**config.mk**
```make
export PLATFORM = sky130hd
export DESIGN_NAME = io_bus_arbiter_flat
export DESIGN_NICKNAME = d
export VERILOG_FILES = /design/src/rtl/io_bus_arbiter_if.sv /design/src/rtl/io_bus_arbiter.sv /design/src/flat_wrapper.sv
export SDC_FILE = /design/constraint.sdc
export NUM_CORES = 1
export LEC_CHECK = 0
export BUFFER_PORTS_ARGS = -buffer_cell sky130_fd_sc_hd__clkbuf_2
export CORE_MARGIN = 2
export CORE_UTILIZATION = 44
export CTS_CLUSTER_SIZE = 20
export DETAILED_ROUTE_END_ITERATION = 7
export PLACE_DENSITY = 0.91
export SLEW_MARGIN = 20
export SYNTH_ARGS = -nofsm -noshare
export SYNTH_HDL_FRONTEND = slang
export SYNTH_SLANG_ARGS = --single-unit
```
**constraint.sdc**
```tcl
create_clock -name clk -period 3.5 [get_ports clk]
set_clock_uncertainty 0.15 [all_clocks]
set_input_delay 0.35 -clock clk [delete_from_list [all_inputs] [get_ports clk]]
set_output_delay 0.35 -clock clk [all_outputs]
set_load 0.02 [all_outputs]
```
**src/rtl/io_bus_arbiter_if.sv**
```systemverilog
// Bundle of requester-side handshake signals and the mmio register port shared by
// io_bus_arbiter. The slave modport is the arbiter's view; master is the requester/mmio side.
interface io_bus_arbiter_if #(
  parameter int unsigned N_REQ = 2
) ();

  // Requester request channel (packed per requester)
  logic [N_REQ-1:0]    req_valid;
  logic [N_REQ-1:0]    req_ready;
  logic [N_REQ*32-1:0] req_addr;
  logic [N_REQ*32-1:0] req_wdata;
  logic [N_REQ-1:0]    req_rw;
  logic [N_REQ*2-1:0]  req_dw;

  // Response channel; rdata/err are shared, rsp_valid selects the owner
  logic [N_REQ-1:0]    rsp_valid;
  logic [N_REQ-1:0]    rsp_ready;
  logic [31:0]         rsp_rdata;
  logic                rsp_err;

  // mmio register port
  logic [31:0]         io_addr;
  logic [31:0]         io_wdata;
  logic                io_mem_rw;
  logic                io_en;
  logic [1:0]          io_dw;
  logic [31:0]         io_rdata;

  modport slave (
    input  req_valid, req_addr, req_wdata, req_rw, req_dw, rsp_ready, io_rdata,
    output req_ready, rsp_valid, rsp_rdata, rsp_err,
    output io_addr, io_wdata, io_mem_rw, io_en, io_dw
  );

  modport master (
    output req_valid, req_addr, req_wdata, req_rw, req_dw, rsp_ready, io_rdata,
    input  req_ready, rsp_valid, rsp_rdata, rsp_err,
    input  io_addr, io_wdata, io_mem_rw, io_en, io_dw
  );

endinterface

```
**src/rtl/io_bus_arbiter.sv**
```systemverilog
// Round-robin arbiter sharing the single mmio register port between N_REQ requesters.
// One transaction in flight: IDLE -> ISSUE -> WAIT -> RESP, or IDLE -> RESP for accesses
// the mmio read/write address split would silently drop.
module io_bus_arbiter #(
  parameter int unsigned N_REQ      = 2,
  parameter logic [31:0] IO_BASE    = 32'h0001_0000,
  parameter logic [31:0] IO_WR_BASE = IO_BASE + (IO_BASE >> 1)
) (
  input  logic            clk,
  input  logic            rst,
  io_bus_arbiter_if.slave bus,
  output logic            busy
);

  // N_REQ is limited to 2..4, so the index never needs more than 2 bits
  localparam int unsigned IDX_W = (N_REQ > 2) ? 2 : 1;

  localparam logic [1:0] DB = 2'd0;
  localparam logic [1:0] DH = 2'd1;
  localparam logic [1:0] DW = 2'd2;

  typedef logic [IDX_W-1:0] idx_t;

  typedef enum logic [1:0] {
    StIdle,
    StIssue,
    StWait,
    StResp
  } state_e;

  state_e      state_q, state_d;
  idx_t        ptr_q, ptr_d;
  idx_t        grant_q, grant_d;
  logic [31:0] addr_q, addr_d;
  logic [31:0] wdata_q, wdata_d;
  logic        rw_q, rw_d;
  logic [1:0]  dw_q, dw_d;
  logic [31:0] rdata_q, rdata_d;
  logic        err_q, err_d;

  logic        win_found;
  idx_t        win_idx;
  logic [31:0] win_addr;
  logic [31:0] win_wdata;
  logic        win_rw;
  logic [1:0]  win_dw;
  logic        win_legal;
  int unsigned cand;

  // Round-robin search starting just after the last granted requester
  always_comb begin
    win_found = 1'b0;
    win_idx   = '0;
    cand      = 0;
    for (int unsigned i = 1; i <= N_REQ; i++) begin
      cand = 32'(ptr_q) + i;
      if (cand >= N_REQ) begin
        cand = cand - N_REQ;
      end
      if (!win_found && bus.req_valid[cand[IDX_W-1:0]]) begin
        win_found = 1'b1;
        win_idx   = cand[IDX_W-1:0];
      end
    end
  end

  assign win_addr  = bus.req_addr[win_idx*32 +: 32];
  assign win_wdata = bus.req_wdata[win_idx*32 +: 32];
  assign win_rw    = bus.req_rw[win_idx];
  assign win_dw    = bus.req_dw[win_idx*2 +: 2];

  // Legality of the request being accepted. Evaluating it on the winner's fields is the same
  // as checking the latched copy, and lets an illegal access reach RESP one cycle after accept.
  always_comb begin
    win_legal = 1'b1;
    if (win_addr < IO_BASE) begin
      win_legal = 1'b0;
    end
    if (!win_rw && (win_addr >= IO_WR_BASE)) begin
      win_legal = 1'b0;
    end
    if (win_rw && (win_addr < IO_WR_BASE)) begin
      win_legal = 1'b0;
    end
    if ((win_dw == DH) && win_addr[0]) begin
      win_legal = 1'b0;
    end
    if ((win_dw == DW) && (win_addr[1:0] != 2'b00)) begin
      win_legal = 1'b0;
    end
  end

  // Next-state and request handshake
  always_comb begin
    state_d       = state_q;
    ptr_d         = ptr_q;
    grant_d       = grant_q;
    addr_d        = addr_q;
    wdata_d       = wdata_q;
    rw_d          = rw_q;
    dw_d          = dw_q;
    rdata_d       = rdata_q;
    err_d         = err_q;
    bus.req_ready = '0;

    unique case (state_q)
      StIdle: begin
        if (win_found) begin
          bus.req_ready[win_idx] = 1'b1;
          ptr_d   = win_idx;
          grant_d = win_idx;
          addr_d  = win_addr;
          wdata_d = win_wdata;
          rw_d    = win_rw;
          dw_d    = win_dw;
          rdata_d = '0;
          err_d   = !win_legal;
          state_d = win_legal ? StIssue : StResp;
        end
      end
      StIssue: begin
        state_d = StWait;
      end
      StWait: begin
        // mmio registers its read data, so it is valid during this cycle
        rdata_d = rw_q ? 32'h0 : bus.io_rdata;
        state_d = StResp;
      end
      StResp: begin
        if (bus.rsp_ready[grant_q]) begin
          state_d = StIdle;
        end
      end
      default: begin
        state_d = StIdle;
      end
    endcase
  end

  // State and latched transaction registers
  always_ff @(posedge clk or posedge rst) begin
    if (rst) begin
      state_q <= StIdle;
      ptr_q   <= IDX_W'(N_REQ - 1);
      grant_q <= '0;
      addr_q  <= '0;
      wdata_q <= '0;
      rw_q    <= 1'b0;
      dw_q    <= DW;
      rdata_q <= '0;
      err_q   <= 1'b0;
    end else begin
      state_q <= state_d;
      ptr_q   <= ptr_d;
      grant_q <= grant_d;
      addr_q  <= addr_d;
      wdata_q <= wdata_d;
      rw_q    <= rw_d;
      dw_q    <= dw_d;
      rdata_q <= rdata_d;
      err_q   <= err_d;
    end
  end

  // Outputs decoded from registered state; io_* simply hold outside ISSUE, io_en qualifies them
  always_comb begin
    bus.io_addr   = addr_q;
    bus.io_wdata  = wdata_q;
    bus.io_mem_rw = rw_q;
    bus.io_dw     = dw_q;
    bus.io_en     = (state_q == StIssue);
    bus.rsp_rdata = rdata_q;
    bus.rsp_err   = err_q;
    bus.rsp_valid = '0;
    if (state_q == StResp) begin
      bus.rsp_valid[grant_q] = 1'b1;
    end
    busy = (state_q != StIdle);
  end

  ap_one_ready: assert property (@(posedge clk) disable iff (rst) $onehot0(bus.req_ready));
  ap_one_rsp:   assert property (@(posedge clk) disable iff (rst) $onehot0(bus.rsp_valid));
  ap_en_resp:   assert property (@(posedge clk) disable iff (rst)
                                 !(bus.io_en && (bus.rsp_valid != '0)));

endmodule

```
**src/flat_wrapper.sv**
```systemverilog
// flat-port wrapper written by rule: the top's interface ports become plain ports
module io_bus_arbiter_flat 
#(
  parameter int unsigned N_REQ      = 2,
  parameter logic [31:0] IO_BASE    = 32'h0001_0000,
  parameter logic [31:0] IO_WR_BASE = IO_BASE + (IO_BASE >> 1)
)
  (clk, rst, busy, bus_req_valid, bus_req_addr, bus_req_wdata, bus_req_rw, bus_req_dw, bus_rsp_ready, bus_io_rdata, bus_req_ready, bus_rsp_valid, bus_rsp_rdata, bus_rsp_err, bus_io_addr, bus_io_wdata, bus_io_mem_rw, bus_io_en, bus_io_dw);
  io_bus_arbiter_if #(.N_REQ(N_REQ)) bus_i ();
  input  logic clk;
  input  logic rst;
  output logic busy;
  input wire logic [$bits(bus_i.req_valid)-1:0] bus_req_valid;
  input wire logic [$bits(bus_i.req_addr)-1:0] bus_req_addr;
  input wire logic [$bits(bus_i.req_wdata)-1:0] bus_req_wdata;
  input wire logic [$bits(bus_i.req_rw)-1:0] bus_req_rw;
  input wire logic [$bits(bus_i.req_dw)-1:0] bus_req_dw;
  input wire logic [$bits(bus_i.rsp_ready)-1:0] bus_rsp_ready;
  input wire logic [$bits(bus_i.io_rdata)-1:0] bus_io_rdata;
  output wire logic [$bits(bus_i.req_ready)-1:0] bus_req_ready;
  output wire logic [$bits(bus_i.rsp_valid)-1:0] bus_rsp_valid;
  output wire logic [$bits(bus_i.rsp_rdata)-1:0] bus_rsp_rdata;
  output wire logic [$bits(bus_i.rsp_err)-1:0] bus_rsp_err;
  output wire logic [$bits(bus_i.io_addr)-1:0] bus_io_addr;
  output wire logic [$bits(bus_i.io_wdata)-1:0] bus_io_wdata;
  output wire logic [$bits(bus_i.io_mem_rw)-1:0] bus_io_mem_rw;
  output wire logic [$bits(bus_i.io_en)-1:0] bus_io_en;
  output wire logic [$bits(bus_i.io_dw)-1:0] bus_io_dw;
  assign bus_i.req_valid = bus_req_valid;
  assign bus_i.req_addr = bus_req_addr;
  assign bus_i.req_wdata = bus_req_wdata;
  assign bus_i.req_rw = bus_req_rw;
  assign bus_i.req_dw = bus_req_dw;
  assign bus_i.rsp_ready = bus_rsp_ready;
  assign bus_i.io_rdata = bus_io_rdata;
  assign bus_req_ready = bus_i.req_ready;
  assign bus_rsp_valid = bus_i.rsp_valid;
  assign bus_rsp_rdata = bus_i.rsp_rdata;
  assign bus_rsp_err = bus_i.rsp_err;
  assign bus_io_addr = bus_i.io_addr;
  assign bus_io_wdata = bus_i.io_wdata;
  assign bus_io_mem_rw = bus_i.io_mem_rw;
  assign bus_io_en = bus_i.io_en;
  assign bus_io_dw = bus_i.io_dw;
  io_bus_arbiter #(.N_REQ(N_REQ), .IO_BASE(IO_BASE), .IO_WR_BASE(IO_WR_BASE)) u_core (.clk(clk), .rst(rst), .bus(bus_i), .busy(busy));
endmodule
```
* After elaboration in Yosys (flattened, before gate mapping)
Cells that the tools add are included.
** Storage, ports and cells
- Flip-flop bits (word level) :: 104
- Input port bits :: 172
- Output and inout port bits :: 106
- Logic and storage cells :: 84
** Operators by class
- $add $sub $neg :: 4
- $lt $le $gt $ge :: 11
- Equality and inequality tests :: 7
- Shift-type cells :: 3
- Muxes and demuxes :: 33
- Reductions and logical operators :: 17
** Operators by type and width (number)
- $shiftx A64 B7 Y32 :: 2
- $lt A32 B17 Y1 const B :: 2
- $mux W32 :: 2
- $pmux W32 S2 :: 1
- $ge A32 B17 Y1 const B :: 1
- $mux W1 :: 21
- $mux W2 :: 6
- $lt A1 B2 Y1 const B :: 4
- $pmux W2 S4 :: 1
- $logic_and A1 B1 Y1 :: 7
- $eq A2 B2 Y1 const B :: 3
- $reduce_and A2 Y1 :: 3
- $reduce_bool A2 Y1 :: 3
- $eq A2 B1 Y1 const B :: 2
- $ne A2 B1 Y1 const B :: 2
- $shiftx A4 B3 Y2 :: 1
- $add A1 B2 Y3 const B :: 1
- $ge A3 B2 Y1 const B :: 1
- $logic_not A1 Y1 :: 3
- $add A1 B1 Y2 const B :: 1
- $demux W1 S1 :: 2
- $ge A1 B1 Y1 const B :: 2
- $ge A2 B2 Y1 const B :: 1
- $logic_not A2 Y1 :: 1
- $sub A1 B1 Y1 const B :: 2

* Depth between registers and ports, before layout
Gate-level depths: netlist (run 1).
- Depth after elaboration :: 20
- Mapped depth :: 8

* Worst setup path before layout (run 1)
No wires, ideal clock.
- Kind :: register -> output
- Start point :: reg u_core.state_q[0]
- End point :: out bus_req_ready[0]
- Data arrival time :: 1.514 ns
- Setup slack :: 1.486 ns
- Stages on the path, launching flop included :: 7
- Path through :: dfrtp_1 -> inv_1 -> ha_1 -> o21ai_1 -> buf_2 -> clkbuf_1 -> nor2_1
** On the way
- Longest elaborated chain between the ends :: 2
** Ends and longest elaborated chain
- from (decl) :: RTL line io_bus_arbiter.sv:31 : state_e state_q, state_d;
- from (signal assigned) :: RTL line io_bus_arbiter.sv:143 : state_q <= StIdle;
- from (signal assigned) :: RTL line io_bus_arbiter.sv:153 : state_q <= state_d;
- $logic_not A2 Y1 :: RTL line io_bus_arbiter.sv:106 : unique case (state_q)
- $mux W2 :: RTL line io_bus_arbiter.sv:106
- to (decl) :: RTL line flat_wrapper.sv:20 : output wire logic [$bits(bus_i.req_ready)-1:0] bus_req_ready;
No other way between the ends.

* Worst setup path in the final report (run 1)
Same ends and word-level chain as after synthesis.

==> metrics.md, run 1 <==
| Metric | Value |
|---|---|
| Yosys top cell by area | dfrtp_1 |
| PortBufs | 277 |
| Slew Viols, Final | 0 |
| Setup_tns | 0 ns |
| WL per Instance | 14.1 um |
| Drt drc | 0 |
| DP Area | 6320 um2 |
| # resized after CTS | 0 |
| H-tree levels | 3 |
| Mapped Area | 4810 um2 |
| Post-DP HPWL | 9950 um |
| Vias | 4442 |
| Crit path DAT | 1.89 ns |
| Minimum clock period | 2.39 ns |
| Antenna diode count | 0 |
| DIE AREA | 11800 um2 |
| First-pass GRT wire length | 19700 um |
| Failing checks | negative hold slack |
| Clock transition at path regs | 0.10 ns |
| Antenna violations before repair | 0 |
| Pre-CTS setup slack | 1.17 ns |
| GR Util All Layers | 0.212 |
| Setup crit end kind | output pin |
| Buffers plus inverters on the worst setup path | 2 |
| Status | complete, but fails checks |
| Die span in y | 109 um |
| Setup ws final | 1.11 ns |
| Post-Syn Instances | 497 |
| WL final | 12700 um |
| Setup violators final | 0 |
| Cts hold-fix bufs | 0 |
| NumNets Final | 935 |
| # rows | 38 |
| LEAKAGE | 3.69 nW |
| Fmax | 418 MHz |
| Layout cells sized above 1 | 0.404 |
| Initial Utilization | 0.447 |
| Worst Reg2Reg Path Length in Cells | 6 |
| Post-synthesis sequential area ratio | 0.542 |
| Worst-Skew Late Latency | 0.35 ns |
| Power per cell area | 829 nW/um2 |
| Die X | 109 um |
| Post-synth cell types | 34 |
| Largest net degree at the start of global routing | 101 |
| Core area | 10700 um2 |
| Postcts setup bufs | 0 |
| I/O pins | 278 |
| Mapped Nets | 673 |
| Area growth syn-to-layout | 35.7% |
| Number of global-route vias before repair | 4205 |
| Primary FF master, synth | dfrtp_1 |
| Largest cells by area after synthesis | dfrtp_1 53%, mux2i_1 14%, nand2_1 11% |
| Synth top area share | 0.531 |
| Ys async rst share | 1.00 |
| Final instance area | 6520 um2 |
| Slew margin rel. | 0.352 |
| Via-to-Cell Ratio | 4.91 |
| CTS sink count | 104 |
| CTS tree | yes |
| Worst R2R Start | u_core.state_q[0] |
| Synth warn | 0 |
| Worst-path maximum fanout | 40 |
| Detail Route Antenna Nets | 0 |
| DR pass1 iterations | 4 |
| Startpoint Class | flip-flop |
| CP Cell Sequence | inv_1 > ha_1 > o21ai_4 > nor2_1 > clkbuf_2 |
| Total congestion overflow | 0 |
| Final core utilization | 0.607 |
| Worst Hold Class | input pin to async pin |
| Root buffer cell | clkbuf_8 |
| Hold Slack | -0.0214 ns |
| CP Data Required Time | 3.00 ns |
| Register bit total from synthesis | 104 |
| EDFF count, synth | 0 |
| RSZ-0062 raised after global routing | false |
| Max Cap Viol | 0 |
| R2R Setup Slk | 1.19 ns |
| Delay-heaviest family, CP | flip-flops |
| CTS buffer count | 9 |
| CP max stage cell | dfrtp_1 |
| Crit path kind | flip-flop to output pin |
| CP max stage delay | 0.43 ns |
| Worst VDD drop | 470 uV |
| Avg Cell Area, Syn | 9.67 um2 |
| Gpl congestion | 0.836 |
| Worst-margin pin slew | 0.972 ns |
| Final Hold Vio Count | 7 |
| Drt first-iter violations | 207 |
| Max Root-Sink Buffers | 2 |
| Commonest non-fill, non-tap cell in the layout | clkbuf_2 |
| Period Utilization, post-route | 0.683 |
| Reg-to-Reg End | u_core.bus.rsp_rdata[28] |
| Commonest non-fill, non-tap cells in the layout | 277 x clkbuf_2, 136 x nand2_1, 102 x dfrtp_1 |
worst reg2reg max path, stage by stage, from the launching register on:
cell and delay, ns:
dfrtp_1 0.42, inv_1 0.09, ha_1 0.31, nor2_1 0.24, a21o_1 0.76, nand2_1 0.20, nand2_1 0.10
state kept, by name, indices dropped and copies added (netlist names):
| register | flops |
|---|---|
| u_core.bus.rsp_err | 1 |
| u_core.bus.io_mem_rw | 1 |
| u_core.state_q | 2 |
| u_core.ptr_q | 1 |
| u_core.bus.rsp_rdata | 32 |
| u_core.grant_q | 1 |
| u_core.bus.io_wdata | 32 |
| u_core.bus.io_dw | 2 |
| u_core.bus.io_addr | 32 |
where the power goes:
part | total [W] | internal, W | switching, W
combinational | 0.00264 | 0.000859 | 0.00178
clock | 0.000734 | 0.000326 | 0.000408
sequential | 0.00204 | 0.00175 | 0.000294
total | 0.00541 | 0.00293 | 0.00248
cell families after synthesis:
| group | share of synthesized area |
|---|---|
| AND/OR/NAND/NOR | 0.170 |
| flip-flops | 0.542 |
| AO/OA/AOI/OAI | 0.104 |
| adder cells (fa/ha/maj) | 0.0104 |
| multiplexers | 0.137 |
| buffers and inverters | 0.0357 |
stage by stage:
stage	cells	total power, W
after floorplan	497	0.00377
after global placement	888	0.00465
after detailed placement	888	0.00474
after CTS	904	0.00548
after global routing	904	0.00583
final	904	0.00541
how the worst max path moves through the flow:
stage,from,endpoint,slack (ns),depth (start not counted)
after global routing,u_core.state_q[0],bus_req_ready[0],0.90,5
final,u_core.state_q[0],bus_req_ready[0],1.11,5
after CTS,u_core.state_q[0],bus_req_ready[0],1.09,5
after global placement,u_core.state_q[0],u_core.bus.rsp_rdata[10],1.33,6
after detailed placement,u_core.state_q[0],u_core.bus.rsp_rdata[28],1.17,6
after floorplan,rst,u_core.bus.io_addr[0],0.27,1
cell type report:
type | instances | area [um2]
repair buffers | 283 | 1460
clock buffers | 12 | 165
inverters | 8 | 32.5
flip-flops and latches | 104 | 2610
clock inverters | 4 | 35.0
fillers | 995 | 4220
multi-input cells | 353 | 2050
well taps | 140 | 175
cells in the mapped netlist, types with 2 or more instances:
cell type and count:
nor4_1 3, buf_2 5, ha_1 4, buf_4 4, dfstp_2 2, clkbuf_1 23
a21o_1 3, or4_1 2, nor2_1 10, a21oi_1 7, a211oi_1 2, and2_1 2
nand2_1 136, o21ai_0 69, inv_1 8, nand3_1 32, nor2b_1 2, dfrtp_1 102
mux2i_1 66
layer usage:
layer | vias to the layer above | part of all wire | track usage
met2 | 183 | 0.49 | 0.371
met5 | - | 0 | 0
met1 | 2015 | 0.40 | 0.252
li1 | 2217 | - | -
met3 | 27 | 0.083 | 0.0549
met4 | 0 | 0.022 | 0.0705
Power figures use the tool's default switching activity.
==> inputs of run 2 (changes only) <==
--- a/config.mk
+++ b/config.mk
@@ -7,10 +7,10 @@
 export LEC_CHECK = 0
 export BUFFER_PORTS_ARGS = -buffer_cell sky130_fd_sc_hd__clkbuf_2
 export CORE_MARGIN = 2
-export CORE_UTILIZATION = 44
+export CORE_UTILIZATION = 40
 export CTS_CLUSTER_SIZE = 20
 export DETAILED_ROUTE_END_ITERATION = 7
-export PLACE_DENSITY = 0.91
+export PLACE_DENSITY = 0.88
 export SLEW_MARGIN = 20
 export SYNTH_ARGS = -nofsm -noshare
 export SYNTH_HDL_FRONTEND = slang
==> constraint.sdc (replaced) <==
create_clock -name clk -period 2.1 [get_ports clk]
set_clock_uncertainty 0.15 [all_clocks]
set_input_delay 0.21 -clock clk [delete_from_list [all_inputs] [get_ports clk]]
set_output_delay 0.21 -clock clk [all_outputs]
set_load 0.02 [all_outputs]
==> metrics.md, run 2 (same netlist as run 1, synthesis figures left out) <==
| Metric | Value |
|---|---|
| CTS tree | yes |
| Minimum clock period | 1.95 ns |
| Worst-path maximum fanout | 23 |
| Crit path DAT | 2.02 ns |
| CP Cell Sequence | a21boi_4 > buf_12 > mux2i_1 > dlygate4sd3_1 > o21ai_0 |
| Drt drc | 0 |
| DIE AREA | 12900 um2 |
| Setup_tns | 0 ns |
| CTS buffer count | 9 |
| DP Area | 6420 um2 |
| Power per cell area | 1350 nW/um2 |
| Startpoint Class | flip-flop |
| Total congestion overflow | 0 |
| Fmax | 512 MHz |
| Die span in y | 114 um |
| Delay-heaviest family, CP | buffers and inverters |
| WL per Instance | 14.7 um |
| Max Cap Viol | 0 |
| Sink of the worst hold path | u_core.bus.io_wdata[20] |
| H-tree levels | 3 |
| Vias | 4696 |
| Slew margin rel. | 0.638 |
| Hold Path Depth | 3 |
| Antenna diode count | 0 |
| Period Utilization, post-route | 0.930 |
| Met3 usage in global routing | 0.0478 |
| Crit path kind | flip-flop to flip-flop |
| CTS sink count | 104 |
| Via-to-Cell Ratio | 4.89 |
| DR pass1 iterations | 4 |
| LEAKAGE | 3.93 nW |
| Worst R2R Start | u_core.ptr_q |
| Final Hold Vio Count | 0 |
| Number of global-route vias before repair | 4718 |
| I/O pins | 278 |
| Worst-Skew Late Latency | 0.34 ns |
| Commonest non-fill, non-tap cells in the layout | 277 x clkbuf_2, 136 x nand2_1, 102 x dfrtp_1 |
| HP Start | bus_req_wdata[20] |
| CP max stage delay | 0.56 ns |
| NumNets Final | 985 |
| CP Data Required Time | 2.17 ns |
| Post-DP HPWL | 10100 um |
| Reg-to-Reg End | u_core.bus.io_wdata[4] |
| Area growth syn-to-layout | 48.3% |
| Worst Reg2Reg Path Length in Cells | 5 |
| Core area | 11900 um2 |
| Layout cells sized above 1 | 0.391 |
| R2R Setup Slk | 0.15 ns |
| Final instance area | 7130 um2 |
| Drt first-iter violations | 210 |
| Gpl congestion | 0.879 |
| # fillers | 1013 |
| Hold Slack | 0.00939 ns |
| Buffers plus inverters on the worst setup path | 2 |
| Slew Viols, Final | 0 |
| First-pass GRT wire length | 22600 um |
| Largest net degree at the start of global routing | 105 |
| Placed Cells incl. Taps | 901 |
| Worst VDD drop | 638 uV |
| Busiest layer in global routing | met2 |
| WL final | 14100 um |
| # rows | 40 |
| Clock transition at path regs | 0.07 ns |
| Antenna violations before repair | 0 |
| Root buffer cell | clkbuf_16 |
| Detail Route Antenna Nets | 0 |
| M2 GR Usage | 0.396 |
| Max Root-Sink Buffers | 2 |
| Worst-margin pin slew | 0.543 ns |
| RSZ-0062 raised after global routing | false |
| Die X | 114 um |
| Setup crit end kind | flip-flop |
| Commonest non-fill, non-tap cell in the layout | clkbuf_2 |
| Final cell count without fillers | 961 |
| Initial Utilization | 0.405 |
| Worst Hold Class | input pin to flip-flop |
| Status | finished, final reports clean |
| Met1 Use GR | 0.258 |
| Setup violators final | 0 |
| CP max stage cell | dlygate4sd3_1 |
| PortBufs | 277 |
| GR Util All Layers | 0.220 |
==> run 2: layout make-up <==
cell class	count	area, um2	share of cell area
clock buffer	9	225	0.0316
timing repair buffer	333	1970	0.277
multi-input combinational	353	2060	0.289
inverter	8	33.8	0.00474
sequential	104	2610	0.365
clock inverter	7	48.8	0.00685
tap	147	184	0.0258
==> run 2: worst max path at each step <==
stage	from	to	slack, ns	cells past startpoint
2_1_floorplan	u_core.state_q[0]	bus_req_ready[0]	0.23	6
3_3_place_gp	bus_req_addr[63]	u_core.state_q[1]	0.15	6
3_5_place_dp	bus_req_valid[1]	u_core.state_q[1]	0.09	6
4_1_cts	u_core.state_q[0]	bus_req_ready[0]	0.03	5
5_1_grt	u_core.state_q[0]	bus_req_ready[1]	0.03	5
6_report	u_core.ptr_q	u_core.bus.io_wdata[4]	0.15	5
==> run 2: timing repair <==
action	in CTS	in global routing
buffers inserted	0	2
hold buffers	42	0
hold endpoints to repair	141	0
resized for setup	0	1
endpoints found under the setup margin	0	4
==> run 2: metrics by stage <==
step                setup WS (ns)  power (W)  utilization
finish                      0.148    0.00965        0.601
global route               0.0306     0.0104        0.601
CTS                        0.0320    0.00974        0.599
detailed placement         0.0886    0.00809        0.541
global placement            0.153    0.00794        0.541
floorplan                   0.226    0.00629            -
==> run 2: tightest hold or removal path, cell delays in order <==
cell and delay, ns:
clkbuf_2 0.07, mux2i_1 0.05, o21ai_0 0.13
==> run 2: routing by layer <==
layer,wire [um],vias to the layer above
li1,-,2313
met1,5720,2172
met2,7150,185
met3,918,26
met4,332,0
met5,0,-
==> run 2: power breakdown <==
part	switching [W]	leakage [nW]	internal (W)	total [W]
sequential	0.000520	1.32	0.00291	0.00343
combinational	0.00306	2.49	0.00161	0.00467
clock	0.000750	0.123	0.000802	0.00155
total	0.00433	3.93	0.00533	0.00965
